[config.mk]
export PLATFORM = sky130hd
export DESIGN_NAME = sccb_init_seq
export DESIGN_NICKNAME = d
export VERILOG_FILES = /design/src/rtl/sccb_pkg.sv /design/src/rtl/sccb_init_seq.sv
export SDC_FILE = /design/constraint.sdc
export NUM_CORES = 1
export LEC_CHECK = 0
export CAP_MARGIN = 20
export CORE_ASPECT_RATIO = 1.5
export CORE_UTILIZATION = 40
export DETAILED_ROUTE_END_ITERATION = 10
export PLACE_DENSITY = 0.71
export RECOVER_POWER = 50
export SLEW_MARGIN = 30
export SYNTH_ARGS = -nofsm -noshare
export SYNTH_HDL_FRONTEND = slang
export SYNTH_SLANG_ARGS = --single-unit
export TNS_END_PERCENT = 1
[constraint.sdc]
create_clock -name i_clk -period 7.1 [get_ports i_clk]
set_input_delay 0.71 -clock i_clk [delete_from_list [all_inputs] [get_ports i_clk]]
set_output_delay 0.71 -clock i_clk [all_outputs]
set_load 0.01 [all_outputs]
[src/rtl/sccb_pkg.sv]
// Shared SCCB definitions: table command codes, master transaction types
// and the init-sequencer state encoding.
package sccb_pkg;

    localparam logic [15:0] CMD_DELAY = 16'hFFFF;
    localparam logic [15:0] CMD_END   = 16'hFFFE;

    localparam logic [1:0] SCCB_WR_WRITE = 2'b00;
    localparam logic [1:0] SCCB_WR_READ1 = 2'b01;
    localparam logic [1:0] SCCB_WR_READ2 = 2'b10;

    typedef enum logic [3:0] {
        ST_IDLE,
        ST_FETCH,
        ST_DECODE,
        ST_ISSUE,
        ST_WAIT_ACK,
        ST_WAIT_DONE,
        ST_DELAY,
        ST_NEXT,
        ST_DONE,
        ST_ERR
    } seq_state_t;

    // Full 32-bit product; exact for units <= 255 and unit_cycles < 2**24.
    function automatic logic [31:0] dly_cycles(input logic [7:0]  units,
                                               input logic [31:0] unit_cycles);
        return {24'd0, units} * unit_cycles;
    endfunction

endpackage

[src/rtl/sccb_init_seq.sv]
// Camera register-init sequencer: walks the table ROM and issues one SCCB
// write per entry, with embedded delay and end-of-table commands.
module sccb_init_seq
    import sccb_pkg::*;
#(
    parameter logic [7:0]  DEV_ID   = 8'h78,
    parameter int unsigned ADDR_W   = 8,
    parameter int unsigned DLY_UNIT = 100000,
    parameter int unsigned ACK_TMO  = 15
) (
    input  logic              i_clk,
    input  logic              i_rstn,
    input  logic              i_go,
    output logic [ADDR_W-1:0] o_rom_addr,
    input  logic [23:0]       i_rom_data,
    output logic              o_sccb_start,
    output logic [1:0]        o_sccb_wr,
    output logic [31:0]       o_sccb_data,
    input  logic              i_sccb_busy,
    output logic              o_seq_busy,
    output logic              o_seq_done,
    output logic              o_seq_err,
    output logic [ADDR_W-1:0] o_seq_index
);

    // WAIT_ACK is entered one cycle after the start pulse, so the counter
    // covers the remaining ACK_TMO-1 evaluations down to terminal count.
    localparam logic [15:0] TMO_LOAD = 16'(ACK_TMO - 2);
    localparam logic [31:0] DLY_U32  = 32'(DLY_UNIT);

    seq_state_t        r_state;
    logic [ADDR_W-1:0] r_index;
    logic              r_start;
    logic [31:0]       r_data;
    logic              r_busy;
    logic              r_done;
    logic              r_err;
    logic [31:0]       r_dly;
    logic [15:0]       r_tmo;

    logic [15:0]       w_sub;
    logic [7:0]        w_dat;
    logic [31:0]       w_dly_load;

    assign w_sub      = i_rom_data[23:8];
    assign w_dat      = i_rom_data[7:0];
    assign w_dly_load = dly_cycles(w_dat, DLY_U32) - 32'd1;

    always_ff @(posedge i_clk or negedge i_rstn) begin
        if (!i_rstn) begin
            r_state <= ST_IDLE;
            r_index <= '0;
            r_start <= 1'b0;
            r_data  <= '0;
            r_busy  <= 1'b0;
            r_done  <= 1'b0;
            r_err   <= 1'b0;
            r_dly   <= '0;
            r_tmo   <= '0;
        end else begin
            r_start <= 1'b0;
            case (r_state)
                ST_IDLE, ST_DONE, ST_ERR: begin
                    if (i_go) begin
                        r_state <= ST_FETCH;
                        r_index <= '0;
                        r_done  <= 1'b0;
                        r_err   <= 1'b0;
                        r_busy  <= 1'b1;
                    end
                end
                ST_FETCH: begin
                    r_state <= ST_DECODE;
                end
                ST_DECODE: begin
                    if (w_sub == CMD_END) begin
                        r_state <= ST_DONE;
                        r_done  <= 1'b1;
                        r_busy  <= 1'b0;
                    end else if (w_sub == CMD_DELAY) begin
                        if (w_dat == 8'd0) begin
                            r_state <= ST_NEXT;
                        end else begin
                            r_dly   <= w_dly_load;
                            r_state <= ST_DELAY;
                        end
                    end else begin
                        // Start is raised here so it is high for the ISSUE cycle.
                        r_data  <= {DEV_ID, i_rom_data};
                        r_start <= 1'b1;
                        r_state <= ST_ISSUE;
                    end
                end
                ST_ISSUE: begin
                    r_tmo   <= TMO_LOAD;
                    r_state <= ST_WAIT_ACK;
                end
                ST_WAIT_ACK: begin
                    if (i_sccb_busy) begin
                        r_state <= ST_WAIT_DONE;
                    end else if (r_tmo == 16'd0) begin
                        r_state <= ST_ERR;
                        r_err   <= 1'b1;
                        r_busy  <= 1'b0;
                    end else begin
                        r_tmo <= r_tmo - 16'd1;
                    end
                end
                ST_WAIT_DONE: begin
                    if (!i_sccb_busy) begin
                        r_state <= ST_NEXT;
                    end
                end
                ST_DELAY: begin
                    if (r_dly == 32'd0) begin
                        r_state <= ST_NEXT;
                    end else begin
                        r_dly <= r_dly - 32'd1;
                    end
                end
                ST_NEXT: begin
                    if (r_index == {ADDR_W{1'b1}}) begin
                        r_state <= ST_DONE;
                        r_done  <= 1'b1;
                        r_busy  <= 1'b0;
                    end else begin
                        r_index <= r_index + 1'b1;
                        r_state <= ST_FETCH;
                    end
                end
                default: begin
                    r_state <= ST_IDLE;
                end
            endcase
        end
    end

    assign o_rom_addr   = r_index;
    assign o_seq_index  = r_index;
    assign o_sccb_start = r_start;
    assign o_sccb_wr    = SCCB_WR_WRITE;
    assign o_sccb_data  = r_data;
    assign o_seq_busy   = r_busy;
    assign o_seq_done   = r_done;
    assign o_seq_err    = r_err;

endmodule

==> flow_metrics.py <==
metrics = {
    "layout": {
        "area_growth_syn_to_layout_pct": 15.8,
        "post-route-util_pct": 47.8,
        "final_cells": 1013,
        "fill_cells": 1585,
        "final_common_cell": "dfrtp_1",
        "n_antenna_cell": 0,
        "final_cell_mix": "dfrtp_1 (89), nor2_1 (76), nand2_1 (60)",
        "layout.nets": 901,
        "final_layout_size_suffix_gt1_share_pct": 8.30,
    },
    "power_and_ir_drop": {
        "combPwrFrac_pct": 49.8,
        "p_sw_uw": 1050,
        "p_int_uw": 1470,
        "switching_share_pct": 41.8,
        "power_frac_seq_pct": 31.7,
        "ir_drop_mv": 0.165,
        "p_clk_share_pct": 18.5,
        "leakagePower_uw": 0.00332,
        "power_density_nw_per_um2": 321,
    },
    "placed_design": {
        "routabilityCongestion": 0.887,
        "dp_hpwl_microns": 12800,
        "dp_cells": 996,
        "port_buffers": 75,
    },
    "timing": {
        "fin_worst_skew_ns": 0.0126,
        "setup_tns_ns": 0,
        "hold_viol_final": 0,
        "slew_violations": 70,
        "slew_headroom_pct": -30.3,
        "finalCritPeriodShare_pct": 75.3,
        "worst_pin_slew_ns": 1.95,
        "rsz0062_at_grt": "false",
        "setup_violations": 0,
        "layout_min_cycle_time_ns": 5.34,
        "fmax_mhz": 187,
    },
    "clock_tree": {
        "h-tree-depth": 3,
        "clkSinkCount": 89,
        "cts_buffers": 9,
        "cts_tree": "yes",
        "postCtsResizedCells": 0,
        "clock_latency_ns": 0.36,
        "clock_path_buffers": 2,
        "post_cts_buffers": 0,
        "cts_root_buffer": "clkbuf_16",
        "clkTransAtPathRegs_ns": 0.06,
        "holdBufCountCts": 0,
    },
    "routing": {
        "drc": 0,
        "ant_nets": 0,
        "vias_per_cell": 5.62,
        "drtIter0Drc": 235,
        "vias": 5694,
        "routedWlPerCell_microns": 16.6,
        "drt-total-wl_microns": 16800,
        "drtPass1Iterations": 7,
    },
    "synth": {
        "synth_top_flop_cell": "dfrtp_1",
        "yosysSeqAreaShare_pct": 32.9,
        "async_flop_share_pct": 100,
        "syn_area_sq_um": 6770,
        "synth_edf_count": 0,
        "yosysWarnings": 0,
        "syn_inst": 755,
        "synth-seq-cells": 89,
        "netlist-cell-type-count": 72,
        "syn_area_per_cell_sq_um": 8.97,
    },
    "setup_path": {
        "crit_path_max_incr_delay_ns": 0.60,
        "cp_slowest_cell": "clkdlybuf4s50_1",
        "required_ns": 7.38,
        "endpoint_kind": "register",
        "path_buf_inv": 3,
        "start_kind": "primary input",
        "cp.arrival_ns": 5.62,
        "cpMostUsedCell": "ha_1",
        "cp_max_fo": 7,
        "critPathKind": "primary input to register",
        "crit_chain": "clkdlybuf4s50_1, ha_1, ha_1, inv_1, fa_1, inv_1, fa_1, ha_1, a21o_1, a31o_2, a2111oi_0, a211o_1, o211ai_1, nor4_2, nand3_1, nand2_1",
        "cp_top_family": "adder cells",
    },
    "grt": {
        "use_met3_pct": 2.30,
        "grt_max_degree": 68,
        "top_usage_layer": "met2",
        "gr-total-overflow": 0,
        "grtUsageMet1_pct": 22.6,
        "grt_pass1_wl_microns": 27500,
        "antenna_found_initial": 0,
        "use_met2_pct": 36.7,
        "track_usage_pct": 19.9,
        "first_global_vias": 5547,
    },
    "floorplan": {
        "coreArea_sq_um": 16400,
        "dieHeight_microns": 161,
        "fp.dieW_microns": 108,
        "io_pins": 82,
        "row_count": 57,
        "initial_core_util_pct": 41.3,
        "dieArea_sq_um": 17500,
    },
    "flow_run": {
        "cap_violations": 2,
    },
    "run_status": {
        "violations": "max-capacitance violations, max-slew violations",
        "outcome": "finished, violations left",
    },
    "worst_hold_path": {
        "hold_class": "register to register",
    },
}
[synth_stat cells (all sizes together) (3+ instances only)]
cell	n	share of area [%]
or3	16	1.5
nand2b	7	0.65
mux2	25	4.2
and3	6	0.55
o211ai	6	0.87
a31oi	9	0.83
nand4	15	1.4
dfrtp	89	33
ha	59	11
o21a	5	0.57
a31o	3	0.39
nor3	31	2.3
and4	4	0.52
clkbuf	28	1.6
xor2	19	2.5
nand2	61	3.5
a22oi	3	0.33
a21oi	43	3.2
a21o	12	1.3
a221oi	4	0.52
a32oi	3	0.50
nor4	19	1.9
a211o	4	0.52
nor3b	4	0.44
or4	5	0.61
o21ai	44	3.5
buf	22	2.5
fa	12	3.5
o31ai	4	0.44
or2	6	0.55
nand3	30	2.2
inv	23	1.3
xnor2	21	2.7
nor2	78	4.4
o22ai	4	0.37
[through the flow]
step | instance area [sq um] | hold slack, ns | worst slack, ns | power, uW
2_1_floorplan | 6790 | 0.414 | 2.41 | 1660
3_3_place_gp | 7570 | 0.479 | 1.52 | 2050
3_5_place_dp | 7570 | 0.483 | 1.46 | 2080
4_1_cts | 7850 | 0.254 | 1.78 | 2550
5_1_grt | 7840 | 0.512 | 1.45 | 2680
6_report | 7840 | 0.501 | 1.76 | 2520
[power groups by stage]
| stage | clock, uW | sequential [uW] | combinational, uW |
|---|---|---|---|
| finish | 465 | 798 | 1250 |
| global route | 491 | 822 | 1370 |
| CTS | 473 | 799 | 1280 |
| detailed placement | 0 | 809 | 1270 |
| global placement | 0 | 803 | 1250 |
| floorplan | 0 | 787 | 871 |
[worst register-to-register path, delay by kind of cell, from the launching register on]
family,cells,cell delay (ns)
compound gates,3,0.76
flops,1,0.42
simple gates,4,1.96
[kinds of logic (layout without fill, tap and decap cells)]
family,Yosys count,count (layout),share of synthesized area (%)
XOR/XNOR,40,40,5.18
multiplexers,27,27,4.45
other,1,6,0.0554
buffers and inverters,73,120,5.29
flip-flops,89,89,32.9
AO/OA/AOI/OAI,165,165,16.3
AND/OR/NAND/NOR,289,289,21.4
adder cells (fa/ha/maj),71,71,14.5
[layout make-up]
type | count | area, sq um | share of cell area [%]
flip-flops and latches | 89 | 2230 | 28.4
well taps | 206 | 258 | 3.29
clock inverters | 7 | 51.3 | 0.655
multi-input cells | 598 | 4210 | 53.7
clock buffers | 9 | 225 | 2.87
repair buffers | 81 | 778 | 9.93
inverters | 23 | 86.3 | 1.10
[routing by layer]
layer  wire length (microns)  up-vias
li1                        -     2823
met1                    6670     2739
met2                    9360      101
met4                     409        0
met3                     341       31
met5                       0        -
[path summary, 6_finish.rpt]
path / start / endpoint / slack, ns / cells after the start
worst max-delay path: i_rom_data[4] / r_dly[29] / 1.76 / 16
worst min-delay path: r_dly[25] / r_dly[25] / 0.50 / 2
worst max register to register: r_dly[4] / r_dly[22] / 3.82 / 7
worst min register to register: r_dly[25] / r_dly[25] / 0.50 / 2
max in group asynchronous: i_rstn / o_sccb_data[17] / 2.69 / 3
min in group asynchronous: i_rstn / r_dly[4] / 0.64 / 1
[sequential cells by signal (all words and copies together) (netlist names)]
register      flops
o_seq_busy        1
o_seq_done        1
o_sccb_start      1
o_seq_err         1
r_state           4
o_rom_addr        8
o_sccb_data      25
r_dly            32
r_tmo            16
Note: power is estimated with default switching activity, not from simulation.
